**src/rtl/output_serializer_pkg.sv**
```systemverilog
// -----------------------------------------------------------------------------
// output_serializer_pkg
// Shared definitions for the result serializer and its bus interface.
//   RESULT_WIDTH : width of the calculator result bus and of one serial frame
//   COUNT_WIDTH  : width of the frame bit counter
//   serState_e   : serializer FSM state encoding
//   countWidth() : counter width needed to index a frame of a given length
// -----------------------------------------------------------------------------
package output_serializer_pkg;

   localparam int RESULT_WIDTH = 40;

   function automatic int countWidth(input int width);
      return (width < 2) ? 1 : $clog2(width);
   endfunction

   localparam int COUNT_WIDTH = countWidth(RESULT_WIDTH);

   typedef enum logic {
      IDLE  = 1'b0,
      SHIFT = 1'b1
   } serState_e;

endpackage

```
**src/rtl/output_serializer_if.sv**
```systemverilog
// -----------------------------------------------------------------------------
// output_serializer_if
// Bus between the per-sample calculator and the result serializer.
//   overallResult  : result word, valid while thisNCompleted is high
//   thisNCompleted : completion level; a rising edge marks a new result
//   outBit         : serial data, MSB first
//   outReady       : high on every cycle outBit carries a frame bit
//   busy           : serializer shifting or holding a pending word
//   overflow       : sticky, a result was dropped
// Modports: master = calculator side, slave = serializer side.
// -----------------------------------------------------------------------------
interface output_serializer_if #(
   parameter int RESULT_WIDTH = output_serializer_pkg::RESULT_WIDTH
);

   logic [RESULT_WIDTH-1:0] overallResult;
   logic                    thisNCompleted;
   logic                    outBit;
   logic                    outReady;
   logic                    busy;
   logic                    overflow;

   modport master (
      output overallResult,
      output thisNCompleted,
      input  outBit,
      input  outReady,
      input  busy,
      input  overflow
   );

   modport slave (
      input  overallResult,
      input  thisNCompleted,
      output outBit,
      output outReady,
      output busy,
      output overflow
   );

endinterface

```
**src/rtl/output_serializer.sv**
```systemverilog
// -----------------------------------------------------------------------------
// output_serializer
// Captures each calculator result on the rising edge of thisNCompleted and
// shifts it out MSB first, one bit per sClk cycle, with outReady marking frame
// bits. One pending word absorbs a result arriving mid-frame; any further
// result in the same frame is dropped and flagged on the sticky overflow.
//   sClk    : system clock, rising edge
//   reset_n : asynchronous active-low reset
//   bus     : slave side of output_serializer_if
// -----------------------------------------------------------------------------
module output_serializer #(
   parameter int RESULT_WIDTH = output_serializer_pkg::RESULT_WIDTH
) (
   input  logic                sClk,
   input  logic                reset_n,
   output_serializer_if.slave  bus
);

   import output_serializer_pkg::*;

   localparam int                CountW    = countWidth(RESULT_WIDTH);
   localparam logic [CountW-1:0] LastCount = CountW'(RESULT_WIDTH - 1);

   serState_e               state,          stateNext;
   logic [RESULT_WIDTH-1:0] shiftReg,       shiftNext;
   logic [RESULT_WIDTH-1:0] pendingReg,     pendingRegNext;
   logic                    pendingValid,   pendingValidNext;
   logic [CountW-1:0]       bitCount,       bitCountNext;
   logic                    outBitReg,      outBitNext;
   logic                    outReadyReg,    outReadyNext;
   logic                    overflowReg,    overflowNext;
   logic                    doneD;

   logic                    newResult;
   logic                    doLoad;
   logic [RESULT_WIDTH-1:0] loadWord;

   assign newResult = bus.thisNCompleted & ~doneD;

   always_comb begin
      stateNext        = state;
      shiftNext        = shiftReg;
      pendingRegNext   = pendingReg;
      pendingValidNext = pendingValid;
      bitCountNext     = bitCount;
      outBitNext       = outBitReg;
      outReadyNext     = outReadyReg;
      overflowNext     = overflowReg;
      doLoad           = 1'b0;
      loadWord         = bus.overallResult;

      unique case (state)
         IDLE: begin
            if (newResult) begin
               doLoad = 1'b1;
            end
         end
         SHIFT: begin
            if (bitCount == LastCount) begin
               // Last bit is on the outputs: chain the next word with no gap,
               // the pending word taking priority over a fresh arrival.
               if (pendingValid) begin
                  doLoad   = 1'b1;
                  loadWord = pendingReg;
                  if (newResult) begin
                     pendingRegNext = bus.overallResult;
                  end else begin
                     pendingValidNext = 1'b0;
                  end
               end else if (newResult) begin
                  doLoad = 1'b1;
               end else begin
                  stateNext    = IDLE;
                  outReadyNext = 1'b0;
                  outBitNext   = 1'b0;
                  bitCountNext = '0;
               end
            end else begin
               outBitNext   = shiftReg[RESULT_WIDTH-1];
               shiftNext    = {shiftReg[RESULT_WIDTH-2:0], 1'b0};
               bitCountNext = bitCount + CountW'(1);
               if (newResult) begin
                  if (!pendingValid) begin
                     pendingRegNext   = bus.overallResult;
                     pendingValidNext = 1'b1;
                  end else begin
                     overflowNext = 1'b1;
                  end
               end
            end
         end
      endcase

      // A load puts the MSB straight on the output and keeps the rest queued.
      if (doLoad) begin
         outBitNext   = loadWord[RESULT_WIDTH-1];
         shiftNext    = {loadWord[RESULT_WIDTH-2:0], 1'b0};
         outReadyNext = 1'b1;
         bitCountNext = '0;
         stateNext    = SHIFT;
      end
   end

   always_ff @(posedge sClk or negedge reset_n) begin
      if (!reset_n) begin
         state        <= IDLE;
         shiftReg     <= '0;
         pendingReg   <= '0;
         pendingValid <= 1'b0;
         bitCount     <= '0;
         outBitReg    <= 1'b0;
         outReadyReg  <= 1'b0;
         overflowReg  <= 1'b0;
         doneD        <= 1'b0;
      end else begin
         state        <= stateNext;
         shiftReg     <= shiftNext;
         pendingReg   <= pendingRegNext;
         pendingValid <= pendingValidNext;
         bitCount     <= bitCountNext;
         outBitReg    <= outBitNext;
         outReadyReg  <= outReadyNext;
         overflowReg  <= overflowNext;
         doneD        <= bus.thisNCompleted;
      end
   end

   assign bus.outBit   = outBitReg;
   assign bus.outReady = outReadyReg;
   assign bus.overflow = overflowReg;
   assign bus.busy     = (state == SHIFT) | pendingValid;

endmodule

```
**src/flat_wrapper.sv**
```systemverilog
// flat-port wrapper written by rule: the top's interface ports become plain ports
module output_serializer_flat import output_serializer_pkg::*;
#(
   parameter int RESULT_WIDTH = output_serializer_pkg::RESULT_WIDTH
)
  (sClk, reset_n, bus_overallResult, bus_thisNCompleted, bus_outBit, bus_outReady, bus_busy, bus_overflow);
  output_serializer_if #(.RESULT_WIDTH(RESULT_WIDTH)) bus_i ();
  input  logic sClk;
  input  logic reset_n;
  input wire logic [$bits(bus_i.overallResult)-1:0] bus_overallResult;
  input wire logic [$bits(bus_i.thisNCompleted)-1:0] bus_thisNCompleted;
  output wire logic [$bits(bus_i.outBit)-1:0] bus_outBit;
  output wire logic [$bits(bus_i.outReady)-1:0] bus_outReady;
  output wire logic [$bits(bus_i.busy)-1:0] bus_busy;
  output wire logic [$bits(bus_i.overflow)-1:0] bus_overflow;
  assign bus_i.overallResult = bus_overallResult;
  assign bus_i.thisNCompleted = bus_thisNCompleted;
  assign bus_outBit = bus_i.outBit;
  assign bus_outReady = bus_i.outReady;
  assign bus_busy = bus_i.busy;
  assign bus_overflow = bus_i.overflow;
  output_serializer #(.RESULT_WIDTH(RESULT_WIDTH)) u_core (.sClk(sClk), .reset_n(reset_n), .bus(bus_i));
endmodule
```
**config.mk**
```make
export PLATFORM = sky130hd
export DESIGN_NAME = output_serializer_flat
export DESIGN_NICKNAME = d
export VERILOG_FILES = /design/src/rtl/output_serializer_pkg.sv /design/src/rtl/output_serializer_if.sv /design/src/rtl/output_serializer.sv /design/src/flat_wrapper.sv
export SDC_FILE = /design/constraint.sdc
export NUM_CORES = 1
export LEC_CHECK = 0
export CORE_ASPECT_RATIO = 0.8
export CORE_MARGIN = 8
export CORE_UTILIZATION = 30
export CTS_CLUSTER_DIAMETER = 100
export CTS_CLUSTER_SIZE = 12
export DETAILED_ROUTE_END_ITERATION = 8
export PLACE_DENSITY = 0.58
export SLEW_MARGIN = 20
export SYNTH_ARGS = -nofsm -noshare
export SYNTH_HDL_FRONTEND = slang
export SYNTH_SLANG_ARGS = --single-unit
```
**constraint.sdc**
```tcl
create_clock -name sClk -period 3.35 [get_ports sClk]
set_input_delay 0.335 -clock sClk [delete_from_list [all_inputs] [get_ports sClk]]
set_output_delay 0.335 -clock sClk [all_outputs]
set_load 0.1 [all_outputs]
```
==> results of run 1 <==
## final timing paths
check / slack [ns] / startpoint / end / depth (start not counted)
worst min register to register: 0.51 / u_core.pendingReg[35] / u_core.pendingReg[35] / 1
worst max-delay path: 0.92 / u_core.bitCount[4] / u_core.pendingReg[14] / 4
min in group sClk: 0.49 / bus_thisNCompleted / u_core.doneD / 1
worst max register to register: 0.92 / u_core.bitCount[4] / u_core.pendingReg[14] / 4
max in group asynchronous: 2.50 / reset_n / u_core.shiftReg[31] / 2
worst min-delay path: 0.09 / reset_n / u_core.pendingReg[5] / 1
## synth_stat cells (3+ instances only)
library cell | n | area share (%)
a21oi_1 | 3 | 0.33
a32oi_1 | 38 | 7.4
and2_1 | 3 | 0.42
buf_2 | 7 | 0.78
buf_6 | 5 | 1.3
clkbuf_1 | 24 | 2.0
dfrtp_1 | 91 | 51
inv_1 | 40 | 3.3
mux2_4 | 40 | 13
nand2_1 | 8 | 0.67
nand3_1 | 80 | 8.9
o21ai_0 | 43 | 4.8
## flip-flops by register name, summed over array words and instances, names as in the netlist
name                 cells
u_core.bus.outReady      1
u_core.bus.overflow      1
u_core.bus.outBit        1
u_core.pendingValid      1
u_core.shiftReg         39
u_core.bitCount          6
u_core.state             1
u_core.doneD             1
u_core.pendingReg       40
## where the power goes
part / total [W] / switching (W) / internal, W / leakage, nW
Sequential: 0.00185 / 0.000303 / 0.00154 / 1.15
Combinational: 0.00108 / 0.000463 / 0.000613 / 0.955
Clock: 0.00101 / 0.000416 / 0.000598 / 0.139
## through the flow
step	cells	utilization, %	power, W	worst slack [ns]
after floorplan	416	-	0.00264	1.32
after global placement	625	34.4	0.00288	0.947
after detailed placement	625	34.4	0.00293	0.840
after CTS	641	36.4	0.00397	0.911
after global routing	641	36.4	0.00417	0.843
final	641	36.4	0.00394	0.920
## area by class of cell
cell class,instances,area (sq um)
Timing Repair Buffer,60,561
Clock buffer,12,246
Fill cell,1431,9420
Clock inverter,4,50.0
Multi-Input combinational cell,245,1870
Sequential cell,91,2280
Inverter,40,150
Tap cell,189,236
## per-layer routing
metal / routed length [microns] / part of all wire, %
met3: 460 / 4.0
met2: 5350 / 47
met1: 5440 / 48
met5: 0 / 0
met4: 152 / 1.3
## cell families (layout without fill, tap and decap cells)
logic type,count (synthesis),after routing,synth area share (%)
AOI/OAI and AO/OA,96,96,14.9
xor gates and xnor gates,1,1,0.195
adders and majority gates,1,1,0.279
buffers and inverters,80,116,7.88
DFF,91,91,50.7
muxes,42,42,13.8
and+or+nand+nor,105,105,12.2
==> flow_summary.toml, run 1 <==
[drt]
drcViolationCount = 0
wire_per_inst_microns = 17.8
avgViaCountPerCell = 5.18
antenna_left = 0
drt_iter0_drc = 217
routed_wl_microns = 11400
first_pass_iters = 4
num_vias = 3318

[global_route]
grt_pass1_wl_microns = 18900
grt_pass1_vias = 3571
grt_max_degree = 66
met1_usage_pct = 15.9
antenna_found_initial = 0
gr-usage-all-layers_pct = 12.2
grt_busiest_layer = "met2"
use_met2_pct = 19.6
grt_use_met3_pct = 2.72
overflow = 0

[synth]
ys_async_sr_fraction_pct = 100
yosys_warnings = 0
synth_cells = 416
synth_edf_count = 0
synthFlopType = "dfrtp_1"
ys_seq_elements = 91
netlist_area_sq_mm = 0.00449
synth_seq_area_share_pct = 50.7
avgSynthCellArea_sq_um = 10.8
ys_types = 39
synth_fp_nets = 460

[floorplan]
num_rows = 40
die_y_microns = 125
core_area_sq_mm = 0.0148
initial_core_util_pct = 30.3
die_width_microns = 153
die-area_sq_mm = 0.0192
io_pins = 47

[worst_setup_path]
path_max_fanout = 40
path_class = "flop to flop"
cpPeakStageDelay_ns = 0.65
crit_chain = "or4b_4, o211ai_1, a21o_4, mux2_4"
critPathCaptureType = "flop"
critical_path_buf_inv_count = 0
cp_top_family = "compound AO/OA/AOI/OAI gates"
start_kind = "flop"
critPathSlowestCell = "a21o_4"
arrival_ns = 2.65
critPathRequiredTime_ns = 3.57

[cells_and_area]
final_cell_mix = "90 x dfrtp_1, 80 x nand3_1, 44 x clkdlybuf4s50_1"
area_delta_synth_final_pct = 20.0
antenna_cells = 0
final_area_sq_mm = 0.00539
finalNetCount = 491
final_common_cell = "dfrtp_1"
drive_gt1_share_pct = 17.0

[timing]
rsz0062_at_grt = "no"
tightest_slew_ns = 1.00
maxSlewHeadroom_pct = 33.1
fin_skew_ns = 0.00609
finalCritPeriodShare_pct = 72.5
drv_slew = 0
setup_viol = 0
fmax_ghz = 0.412
fin_setup_tns_ns = 0
period_needed_ns = 2.43
holdWs_ns = 0.0886
final_hold_viol_count = 0

[cts]
clk_latency_ns = 0.34
clkTransAtPathRegs_ns = 0.06
hold_buffers = 0
ctsResizeCount = 0
cts_buffers = 9
clock_path_buffers = 2
post_cts_buffers = 0
cts.sinks = 91
cts_max_level = 3
clockRootBuffer = "clkbuf_16"
cts_tree = "done"

[power]
power_density_mw_per_mm2 = 731
ir_worst_vdd_uv = 291
p_leak_nw = 2.25

[placement]
dp_hpwl_microns = 7160
gp_congestion = 0.761
port_buffers = 46
placed_area_sq_mm = 0.00509

[outcome]
status = "completed"

[flow_run]
drv_cap = 0

[worst_hold_path]
hp-class = "primary input to async pin"
Note: power is estimated with default switching activity, not from simulation.
==> inputs of run 2 (changes only) <==
clock period = 2.3 ns   (was 3.35 ns; I/O delays follow)
==> run 2 against run 1 <==
Setup slack lost 0.74 ns. Hold slack gained 0.33 ns. Non-clock buffer count is 8 higher. Wire length fell by 0.98%. Core utilization up 0.78 points. Global-route usage about the same. Clock skew is 0.0055 ns higher. Critical path depth increased by 2. Sequential share of layout area is 0.88 points lower. Power is 48% higher. First-iteration DRC count decreased by 8.8%. Clock power grew 51%. Critical path type unchanged. Largest cell class unchanged. Highest routed layer unchanged.
==> flow_summary.toml, run 2 (same netlist as run 1, synthesis figures left out) <==
[outcome]
status = "completed"

[worst_setup_path]
path_class = "flop to flop"
critPathSlowestCell = "or4_1"
path_max_fanout = 25
critPathCaptureType = "flop"
arrival_ns = 2.35
cp_top_family = "simple AND/OR/NAND/NOR gates"
critical_path_buf_inv_count = 1
cpPeakStageDelay_ns = 0.46
start_kind = "flop"
crit_chain = "ha_1, nand2_2, or4_1, a21o_4, buf_12, mux2_4"
critPathRequiredTime_ns = 2.53

[cells_and_area]
final_common_cell = "dfrtp_1"
largestRegisters = "u_core.pendingReg (40), u_core.shiftReg (39), u_core.bitCount (6)"
largest_reg_flops = 40
final_cell_mix = "90 x dfrtp_1, 80 x nand3_1, 43 x o21ai_0"
fillCellCount = 1466
antenna_cells = 0
drive_gt1_share_pct = 19.3
top_register = "u_core.pendingReg"
finalNetCount = 499
area_delta_synth_final_pct = 22.6

[floorplan]
die-area_sq_mm = 0.0192
die_width_microns = 153
initial_core_util_pct = 30.3
num_rows = 40
die_y_microns = 125
io_pins = 47
core_area_sq_mm = 0.0148

[placement]
port_buffers = 46
dp_hpwl_microns = 7230
gp_congestion = 0.750

[drt]
antenna_left = 0
first_pass_iters = 4
routed_wl_microns = 11300
drt_iter0_drc = 198
drcViolationCount = 0
avgViaCountPerCell = 5.22
num_vias = 3391
wire_per_inst_microns = 17.4

[global_route]
grt_max_degree = 92
grt_pass1_vias = 3628
grt_pass1_wl_microns = 19200
antenna_found_initial = 0
gr-usage-all-layers_pct = 12.2
overflow = 0

[flow_run]
drv_cap = 0

[timing]
holdWs_ns = 0.421
tightest_slew_ns = 0.509
drv_slew = 0
rsz0062_at_grt = "no"
fmax_ghz = 0.472
fin_skew_ns = 0.0116
period_needed_ns = 2.12
setup_viol = 0
fin_setup_tns_ns = 0
maxSlewHeadroom_pct = 66.0
finalCritPeriodShare_pct = 92.2
final_hold_viol_count = 0

[power]
ir_worst_vdd_uv = 427
p_leak_nw = 2.32
power_density_mw_per_mm2 = 1060

[cts]
cts.sinks = 91
clockRootBuffer = "clkbuf_16"
clkTransAtPathRegs_ns = 0.07
clk_latency_ns = 0.35
cts_buffers = 9
clock_path_buffers = 2
post_cts_buffers = 0
cts_max_level = 3
cts_tree = "done"

[worst_hold_path]
hp-class = "primary input to flop"
## run 2: cell count changes in the layout (fill, tap and decap cells not counted), sizes merged
cell / change
buf: +10
inv: +4
clkbuf: -3
clkdlybuf4s50: -3
clkinvlp: -1
dlygate4sd3: +1
## run 2: timing repair
action                                 in CTS  in global routing
endpoints found under the hold margin      91                  0
hold buffers                                1                  0
resized for setup                           0                  0
## run 2: report_power, final
part / internal [W] / switching, W
Sequential: 0.00225 / 0.000397
Clock: 0.000860 / 0.000671
Combinational: 0.000931 / 0.000730
Total: 0.00404 / 0.00180
## run 2: final cells by class
class	count	area, sq um	area share [%]
Sequential cell	91	2280	41.4
Multi-Input combinational cell	245	1870	33.9
Timing Repair Buffer	68	666	12.1
Tap cell	189	236	4.30
Clock buffer	9	225	4.09
Inverter	40	150	2.73
Clock inverter	7	81.3	1.48
## run 2: per-layer routing
layer  track usage [%]  up-vias  routed length [microns]
li1                  -     1584                        -
met1              16.2     1713                     5370
met2              19.6       86                     5340
met3              2.99        8                      483
met4              3.19        0                       96
met5                 0        -                        0
## run 2: path summary, 6_finish.rpt
path	from	to	slack, ns	cells after the start
max	u_core.bitCount[0]	u_core.pendingReg[32]	0.18	6
min	bus_thisNCompleted	u_core.doneD	0.42	1
max reg2reg	u_core.bitCount[0]	u_core.pendingReg[32]	0.18	6
min reg2reg	u_core.bus.overflow	u_core.bus.overflow	0.47	1
max in group asynchronous	reset_n	u_core.state	1.42	3
min in group asynchronous	reset_n	u_core.pendingReg[1]	0.45	3
## run 2: through the flow
stage	total power [W]	cell area (sq um)	instances	util (%)	setup WS (ns)
after floorplan	0.00384	4490	416	-	0.268
after global placement	0.00424	5190	632	35.0	0.221
after detailed placement	0.00432	5190	632	35.0	0.197
after CTS	0.00589	5510	649	37.2	0.181
after global routing	0.00619	5510	649	37.2	0.122
final	0.00584	5510	649	37.2	0.180
==> inputs of run 3 (changes only) <==
CORE_MARGIN = unset   (was 8)
GPL_TIMING_DRIVEN = 0   (was unset)
==> run 3 against run 2 <==
The run now ends with DRC left. Sequential power about the same. Sequential share of layout area fell by 0.15 points. Clock power decreased by 3%. Combinational power about the same. Die area is 19% lower. Fmax down 3.9%. Final cell count is 2.0% higher. Non-clock buffer count grew 18. Count of clock-buffer cells in the layout is 2 higher. Core utilization grew 1.1 points. Critical path depth rose by 1. Hold slack got worse by 0.081 ns. Critical path type unchanged. Largest cell class unchanged.
==> flow_summary.toml, run 3 (same netlist as run 1, synthesis figures left out) <==
[outcome]
status = "finished, violations left"
violations = "DRC"

[timing]
setup_viol = 0
drv_slew = 0
maxSlewHeadroom_pct = 35.0
tightest_slew_ns = 0.972
rsz0062_at_grt = "no"
setup_ws_ns = 0.0936
final_hold_viol_count = 0
fin_skew_ns = 0.00918
finalCritPeriodShare_pct = 95.9
period_needed_ns = 2.21
fin_setup_tns_ns = 0
fmax_ghz = 0.453

[worst_setup_path]
critPathRequiredTime_ns = 2.53
start_kind = "flop"
path_max_fanout = 10
worst_r2r_startpoint = "u_core.bitCount[0]"
cpPeakStageDelay_ns = 0.40
arrival_ns = 2.43
critPathSlowestCell = "or4_1"
crit_chain = "ha_2, nand2_2, or4_1, buf_2, a21o_4, buf_6, mux2_4"
reg2reg_to = "u_core.pendingReg[36]"
reg2regPathDepth = 7
r2r_slack_ns = 0.09
critPathCaptureType = "flop"
path_class = "flop to flop"

[drt]
antenna_left = 0
avgViaCountPerCell = 5.13
drt_iter0_drc = 171
drcViolationCount = 2
first_pass_iters = 7
wire_per_inst_microns = 17.0
routed_wl_microns = 11300
num_vias = 3395

[cts]
clk_latency_ns = 0.34
cts_tree = "done"
clock_path_buffers = 2
clockRootBuffer = "clkbuf_16"
cts.sinks = 91
clkTransAtPathRegs_ns = 0.06
cts_buffers = 9
cts_max_level = 3

[global_route]
grt_max_degree = 60
grt_pass1_vias = 3543
gr-usage-all-layers_pct = 15.2
antenna_found_initial = 0
overflow = 0
grt_pass1_wl_microns = 18700

[placement]
dp_hpwl_microns = 7400
port_buffers = 46
placed_area_sq_mm = 0.00521
dp_slack_ns = -0.576
gp_congestion = 0.763

[power]
power_density_mw_per_mm2 = 1050
ir_worst_vdd_uv = 426
power_w = 0.00580
p_leak_nw = 2.31

[floorplan]
initial_core_util_pct = 31.1
num_rows = 39
io_pins = 47
die_width_microns = 139
die_y_microns = 111
core_area_sq_mm = 0.0144
die-area_sq_mm = 0.0155

[cells_and_area]
largest_reg_flops = 40
top_register = "u_core.pendingReg"
finalNetCount = 517
final_common_cell = "dfrtp_1"
final_area_sq_mm = 0.00552
area_delta_synth_final_pct = 23.0
drive_gt1_share_pct = 17.2
final_cell_mix = "91 x dfrtp_1, 80 x nand3_1, 44 x clkdlybuf4s50_1"
antenna_cells = 0
largestRegisters = "u_core.pendingReg (40), u_core.shiftReg (39), u_core.bitCount (6)"
final_util_pct = 38.2

[flow_run]
drv_cap = 0

[worst_hold_path]
hp-class = "primary input to async pin"
## run 3: cell count changes in the layout (fill, tap and decap cells not counted), sizes merged
cell | previous run | this run
clkbuf | 9 | 35
buf | 26 | 17
inv | 44 | 40
clkdlybuf4s50 | 41 | 44
clkinv | 1 | 3
## run 3: cell type report
type | instances | area, sq um
buffer | 38 | 203
clock buffer | 11 | 243
clock inverter | 5 | 52.6
fill | 1433 | 8920
inverter | 40 | 150
multi-input combinational | 245 | 1870
sequential | 91 | 2280
tap | 184 | 230
timing repair buffer | 48 | 497
## run 3: metal layers
| layer | share of wire [%] | GRT usage (%) | vias up |
|---|---|---|---|
| met3 | 3.7 | 3.35 | 9 |
| met1 | 51 | 21.8 | 1696 |
| met4 | 0.91 | 4.07 | 0 |
| met2 | 44 | 23.1 | 74 |
| met5 | 0 | 0 | - |
| li1 | - | - | 1616 |
## run 3: worst max path at each step
stage          depth (start not counted)  slack [ns]               start                     to
2_1_floorplan                          7        0.27  u_core.bitCount[0]   u_core.pendingReg[0]
3_3_place_gp                           1       -2.44             reset_n  u_core.pendingReg[26]
3_5_place_dp                           5       -0.58        u_core.state               bus_busy
4_1_cts                                5        0.02        u_core.state               bus_busy
5_1_grt                                7        0.01  u_core.bitCount[0]  u_core.pendingReg[36]
6_report                               7        0.09  u_core.bitCount[0]  u_core.pendingReg[36]
## run 3: per-stage QoR
stage               instances  hold slack (ns)
CTS                       664            0.347
global route              662            0.375
detailed placement        647            0.144
floorplan                 416          -0.0656
global placement          646            0.494
finish                    662            0.340
## run 3: power by group
group,switching (W),leakage [nW],internal (W)
Combinational,0.000740,1.01,0.000928
Sequential,0.000392,1.15,0.00225
Clock,0.000621,0.145,0.000867
## run 3: repair_timing
| item | CTS | global route |
|---|---|---|
| endpoints found under the hold margin | 32 | 0 |
| endpoints found under the setup margin | 1 | 41 |
| setup buffers | 0 | 0 |
| gates resized for setup | 7 | 9 |
| hold buffers | 1 | 0 |
## run 3: critical path: cells and delay by family (launching register included)
family,cells,cell delay [ns]
and+or+nand+nor,2,0.52
DFF,1,0.39
buffers and inverters,2,0.37
muxes,1,0.30
AOI/OAI and AO/OA,1,0.26
adders and majority gates,1,0.24
